## config.mk

```make
export PLATFORM = sky130hd
export DESIGN_NAME = sda_to_par
export DESIGN_NICKNAME = d
export VERILOG_FILES = /design/src/rtl/sda_pkg.sv /design/src/rtl/sda_edge_det.sv /design/src/rtl/sda_to_par.sv
export SDC_FILE = /design/constraint.sdc
export NUM_CORES = 1
export LEC_CHECK = 0
export ABC_CLOCK_PERIOD_IN_PS = 1600
export BUFFER_PORTS_ARGS = -buffer_cell sky130_fd_sc_hd__buf_2
export CAP_MARGIN = 0
export CORE_MARGIN = 2
export CORE_UTILIZATION = 50
export DETAILED_ROUTE_END_ITERATION = 6
export GPL_ROUTABILITY_DRIVEN = 0
export PLACE_DENSITY = 0.77
export RECOVER_POWER = 100
export SLEW_MARGIN = 20
export SYNTH_ARGS = -nofsm -noshare
export SYNTH_HDL_FRONTEND = slang
export SYNTH_SLANG_ARGS = --single-unit
export TNS_END_PERCENT = 100
```

## constraint.sdc

```tcl
create_clock -name sclk -period 1.6 [get_ports sclk]
set_clock_uncertainty 0.05 [all_clocks]
set_input_delay 0.32 -clock sclk [delete_from_list [all_inputs] [get_ports sclk]]
set_output_delay 0.32 -clock sclk [all_outputs]
set_load 0.01 [all_outputs]
```

## src/rtl/sda_pkg.sv

```systemverilog
// ============================================================================
//  sda_pkg
//  Shared encodings and bus constants for the two-wire SDA link receivers.
//  Revision: 1.0
// ============================================================================
`default_nettype none

package sda_pkg;

   localparam int   DATA_W_DEF = 4;
   localparam logic BUS_IDLE   = 1'b1;

   typedef enum logic [1:0] {
      ST_IDLE      = 2'd0,
      ST_RECV      = 2'd1,
      ST_WAIT_STOP = 2'd2
   } sda_state_e;

endpackage

`default_nettype wire

```

## src/rtl/sda_edge_det.sv

```systemverilog
// ============================================================================
//  sda_edge_det
//  Registers scl/sda and decodes start, stop and scl-rise events from the
//  current and previous samples. Reusable by any two-wire link monitor.
//  Revision: 1.0
// ============================================================================
`default_nettype none

module sda_edge_det
   import sda_pkg::*;
(
   input  logic sclk,
   input  logic rst,
   input  logic scl,
   input  logic sda,
   output logic sda_r,
   output logic start_ev,
   output logic stop_ev,
   output logic rise_ev
);

   logic scl_r_q, scl_r_d;
   logic scl_p_q, scl_p_d;
   logic sda_r_q, sda_r_d;
   logic sda_p_q, sda_p_d;

   always_comb begin
      scl_r_d = scl;
      sda_r_d = sda;
      scl_p_d = scl_r_q;
      sda_p_d = sda_r_q;
   end

   // Reset to the idle-high bus level so release never looks like an event.
   always_ff @(posedge sclk) begin
      if (!rst) begin
         scl_r_q <= BUS_IDLE;
         scl_p_q <= BUS_IDLE;
         sda_r_q <= BUS_IDLE;
         sda_p_q <= BUS_IDLE;
      end else begin
         scl_r_q <= scl_r_d;
         scl_p_q <= scl_p_d;
         sda_r_q <= sda_r_d;
         sda_p_q <= sda_p_d;
      end
   end

   assign sda_r    = sda_r_q;
   assign start_ev = scl_p_q & scl_r_q & sda_p_q & ~sda_r_q;
   assign stop_ev  = scl_p_q & scl_r_q & ~sda_p_q & sda_r_q;
   assign rise_ev  = ~scl_p_q & scl_r_q;

endmodule

`default_nettype wire

```

## src/rtl/sda_to_par.sv

```systemverilog
// ============================================================================
//  sda_to_par
//  Serial-to-parallel SDA receiver: start, DATA_W bits MSB first, stop.
//  Optional one-hot output enabled by macro SDA_TO_PAR_ONEHOT_OUT_EN.
//  Revision: 1.0
// ============================================================================
`default_nettype none

module sda_to_par
   import sda_pkg::*;
#(
   parameter int DATA_W = DATA_W_DEF
)
(
   input  logic              sclk,
   input  logic              rst,
   input  logic              scl,
   input  logic              sda,
   output logic [DATA_W-1:0] data,
   output logic              valid,
`ifdef SDA_TO_PAR_ONEHOT_OUT_EN
   output logic              frame_err,
   output logic [(1<<DATA_W)-1:0] outhigh
`else
   output logic              frame_err
`endif
);

   localparam int              CNT_W    = $clog2(DATA_W + 1);
   localparam logic [CNT_W-1:0] CNT_LAST = CNT_W'(DATA_W - 1);

   logic start_ev;
   logic stop_ev;
   logic rise_ev;
   logic sda_r;

   sda_edge_det u_edge_det (
      .sclk     (sclk),
      .rst      (rst),
      .scl      (scl),
      .sda      (sda),
      .sda_r    (sda_r),
      .start_ev (start_ev),
      .stop_ev  (stop_ev),
      .rise_ev  (rise_ev)
   );

   sda_state_e        state_q, state_d;
   logic [CNT_W-1:0]  cnt_q, cnt_d;
   logic [DATA_W-1:0] shreg_q, shreg_d;
   logic [DATA_W-1:0] data_q, data_d;
   logic              valid_q, valid_d;
   logic              frame_err_q, frame_err_d;

`ifdef SDA_TO_PAR_ONEHOT_OUT_EN
   localparam int OH_W = 1 << DATA_W;
   logic [OH_W-1:0] outhigh_q, outhigh_d;
`endif

   // Event priority is start > stop > rise in every state.
   always_comb begin
      state_d     = state_q;
      cnt_d       = cnt_q;
      shreg_d     = shreg_q;
      data_d      = data_q;
      valid_d     = 1'b0;
      frame_err_d = 1'b0;

      case (state_q)
         ST_IDLE: begin
            if (start_ev) begin
               state_d = ST_RECV;
               cnt_d   = '0;
            end
         end

         ST_RECV: begin
            if (start_ev) begin
               cnt_d       = '0;
               frame_err_d = 1'b1;
            end else if (stop_ev) begin
               state_d     = ST_IDLE;
               frame_err_d = 1'b1;
            end else if (rise_ev) begin
               shreg_d = DATA_W'({shreg_q, sda_r});
               cnt_d   = cnt_q + 1'b1;
               if (cnt_q == CNT_LAST) begin
                  state_d = ST_WAIT_STOP;
               end
            end
         end

         ST_WAIT_STOP: begin
            if (start_ev) begin
               state_d     = ST_RECV;
               cnt_d       = '0;
               frame_err_d = 1'b1;
            end else if (stop_ev) begin
               state_d = ST_IDLE;
               data_d  = shreg_q;
               valid_d = 1'b1;
            end
         end

         default: begin
            state_d = ST_IDLE;
            cnt_d   = '0;
         end
      endcase
   end

`ifdef SDA_TO_PAR_ONEHOT_OUT_EN
   always_comb begin
      outhigh_d = outhigh_q;
      if (valid_d) begin
         outhigh_d = {{(OH_W-1){1'b0}}, 1'b1} << data_d;
      end
   end
`endif

   always_ff @(posedge sclk) begin
      if (!rst) begin
         state_q     <= ST_IDLE;
         cnt_q       <= '0;
         shreg_q     <= '0;
         data_q      <= '0;
         valid_q     <= 1'b0;
         frame_err_q <= 1'b0;
`ifdef SDA_TO_PAR_ONEHOT_OUT_EN
         outhigh_q   <= {{(OH_W-1){1'b0}}, 1'b1};
`endif
      end else begin
         state_q     <= state_d;
         cnt_q       <= cnt_d;
         shreg_q     <= shreg_d;
         data_q      <= data_d;
         valid_q     <= valid_d;
         frame_err_q <= frame_err_d;
`ifdef SDA_TO_PAR_ONEHOT_OUT_EN
         outhigh_q   <= outhigh_d;
`endif
      end
   end

   assign data      = data_q;
   assign valid     = valid_q;
   assign frame_err = frame_err_q;
`ifdef SDA_TO_PAR_ONEHOT_OUT_EN
   assign outhigh   = outhigh_q;
`endif

endmodule

`default_nettype wire

```

==> flow_metrics.py <==
metrics = {
    "yosys": {
        "seq_area_frac_synth_pct": 45.4,
        "synth_area_per_cell_um2": 9.73,
        "ys_types": 23,
        "syn_inst": 86,
        "ys_ff_latch": 19,
        "synth_warnings": 0,
        "netlist_area_um2": 837,
        "synthesis.nets": 96,
    },
    "layout": {
        "n_antenna_cell": 0,
        "nFillCells": 145,
        "mostFrequentLayoutCells": "dfxtp_1, mux2i_1, nor2_1",
        "final_common_cell": "dfxtp_1",
        "layout-drive-gt1-share_pct": 12.4,
        "fin_nets": 108,
        "syn_to_final_growth_pct": 10.8,
    },
    "global_route": {
        "grt_max_degree": 12,
        "grtUsageTotal_pct": 15.8,
        "antenna_found_initial": 0,
        "grt_pass1_wl_um": 2290,
        "grt-ovfl-total": 0,
        "grt_pass1_vias": 530,
    },
    "drt": {
        "num_vias": 611,
        "drt_wl_total_um": 1440,
        "antenna_left": 0,
        "drc": 0,
        "drt-initial-drc-count": 16,
        "wire_per_inst_um": 12.8,
        "viasPerCell": 5.41,
        "dr.pass1.iters": 5,
    },
    "sta": {
        "setup_tns_ns": 0,
        "worst_slack_ns": 0.0895,
        "worstMarginPinSlew_ns": 0.449,
        "slew_headroom_pct": 70.1,
        "post-route-period-util_pct": 94.4,
        "finalHoldViolCount": 0,
        "slew_viol_final": 0,
        "period_needed_ns": 1.51,
        "setup_violations": 0,
        "fmaxAchievable_mhz": 662,
        "rsz0062_at_grt": "no",
    },
    "setup_path": {
        "critPathMaxFanout": 5,
        "start_kind": "register",
        "reg2reg_setup_slack_ns": 0.09,
        "rr_startpoint": "state_q[0]$_SDFFE_PN0P_",
        "r2r_end": "state_q[0]$_SDFFE_PN0P_",
        "critical_path_arrival_ns": 1.69,
        "rr_worst_depth": 5,
        "critPathCaptureType": "register",
        "critPathKind": "register to register",
        "cp.required_ns": 1.78,
    },
    "hold_path": {
        "hold_path_class": "input pin to register",
        "hold_depth": 2,
        "min_delay_worst_endpoint": "u_edge_det.scl_p_d$_SDFF_PN1_",
        "hp-start": "scl",
    },
    "power": {
        "vdd_drop_max_mv": 0.789,
        "powerDensity_nw_per_um2": 1140,
        "p_leak_nw": 0.407,
    },
    "die": {
        "fp-row-count": 14,
        "core_um2": 1540,
        "die_w_um": 44.9,
        "start_util_pct": 54.3,
        "dieArea_um2": 2020,
        "die_y_um": 44.9,
        "pin_count": 10,
    },
    "clock_network": {
        "path_clk_slew_ns": 0.11,
        "numCtsBuffers": 3,
        "hold_buffers": 0,
        "clock_latency_ns": 0.30,
        "cts_max_level": 1,
        "cts_tree": "built",
        "clock-root-buffer": "clkbuf_4",
        "cts_buffer_depth": 2,
        "cts.sink_count": 19,
    },
    "place": {
        "dp_hpwl_um": 1000,
        "numPortBuffers": 9,
        "dp_slack_ns": 0.0854,
    },
    "job": {
        "maxCapViolCount": 0,
    },
    "status": {
        "status": "complete, no violations",
    },
}
[where the power goes]
| group | switching (W) | internal [W] | total (W) |
|---|---|---|---|
| Sequential | 0.0000280 | 0.000501 | 0.000529 |
| Combinational | 0.000150 | 0.000129 | 0.000279 |
| Clock | 0.000155 | 0.0000931 | 0.000248 |
[state kept, by name (all words and copies together) (netlist names)]
signal and flops:
u_edge_det.scl_p_d 1, data 4, shreg_q 4, u_edge_det.sda_r 1
state_q 2, frame_err 1, valid 1, u_edge_det.sda_p_q 1
cnt_q 3, u_edge_det.scl_p_q 1
[worst max-delay path by stage]
stage                                          to               startpoint  depth (start not counted)
after floorplan             cnt_q[0]$_SDFFE_PN0P_  state_q[1]$_SDFFE_PN0P_                          6
after global placement    state_q[0]$_SDFFE_PN0P_  state_q[0]$_SDFFE_PN0P_                          5
after detailed placement    cnt_q[1]$_SDFFE_PN0P_  state_q[1]$_SDFFE_PN0P_                          5
after CTS                   cnt_q[1]$_SDFFE_PN0P_  state_q[1]$_SDFFE_PN0P_                          5
after global routing      state_q[0]$_SDFFE_PN0P_  state_q[0]$_SDFFE_PN0P_                          5
final                     state_q[0]$_SDFFE_PN0P_  state_q[0]$_SDFFE_PN0P_                          5
[per-layer routing]
layer	vias to the layer above	share of wire [%]	track usage [%]
met5	-	0	0
met4	0	1.3	8.82
met3	2	4.0	2.40
met2	12	46	22.6
met1	286	49	22.7
li1	311	-	-
[Yosys cell counts]
| cell type | n | share of area (%) |
|---|---|---|
| dfxtp_1 | 19 | 45 |
| mux2i_1 | 10 | 12 |
| nor2_1 | 10 | 4.5 |
| nand2b_1 | 9 | 6.7 |
| ha_1 | 6 | 9.0 |
| a21oi_1 | 5 | 3.0 |
| inv_1 | 4 | 1.8 |
| nand2_1 | 4 | 1.8 |
| nand3b_1 | 3 | 2.7 |
| nand4b_1 | 2 | 2.1 |
| o21ai_0 | 2 | 1.2 |
| a211oi_2 | 1 | 1.5 |
| and4b_1 | 1 | 1.2 |
| buf_2 | 1 | 0.60 |
| buf_4 | 1 | 0.90 |
| clkbuf_1 | 1 | 0.45 |
| clkinv_1 | 1 | 0.45 |
| nand3_1 | 1 | 0.60 |
| nand4_1 | 1 | 0.75 |
| o211ai_1 | 1 | 0.90 |
| o22a_1 | 1 | 1.0 |
| or2_1 | 1 | 0.75 |
| or3_1 | 1 | 0.75 |
[critical path, stage by stage, from the launching register on]
cell,delay [ns]
dfxtp_2,0.36
inv_1,0.08
ha_1,0.29
a21oi_1,0.09
o21ai_0,0.36
mux2i_1,0.22
[area by class of cell]
type | instances | area [um2] | share of cell area (%)
Inverter | 5 | 18.8 | 2.02
Clock inverter | 1 | 5.00 | 0.540
Clock buffer | 3 | 22.5 | 2.43
Sequential cell | 19 | 383 | 41.3
Timing Repair Buffer | 10 | 43.8 | 4.72
Tap cell | 16 | 20.0 | 2.16
Multi-Input combinational cell | 59 | 434 | 46.8
[logic make-up after synthesis]
group	after synthesis	share of synthesized area (%)
and+or+nand+nor	33	21.8
AOI/OAI and AO/OA	10	7.62
DFF	19	45.4
buffers and inverters	8	4.18
adders and majority gates	6	8.97
muxes	10	12.0
[stage by stage]
step	power [W]	instance area, um2	hold slack (ns)	util [%]	std cells
final	0.00106	927	0.140	60.1	113
after global routing	0.00111	927	0.151	60.1	113
after CTS	0.00103	921	0.140	59.7	113
after detailed placement	0.000784	893	0.422	58.0	109
after global placement	0.000772	893	0.412	58.0	109
after floorplan	0.000732	837	0.371	-	86
[repair_timing]
| action | in CTS | in global routing |
|---|---|---|
| resized for setup | 0 | 5 |
| buffers inserted | 0 | 0 |
| endpoints found under the setup margin | 0 | 5 |
(Power assumes the default switching activity.)
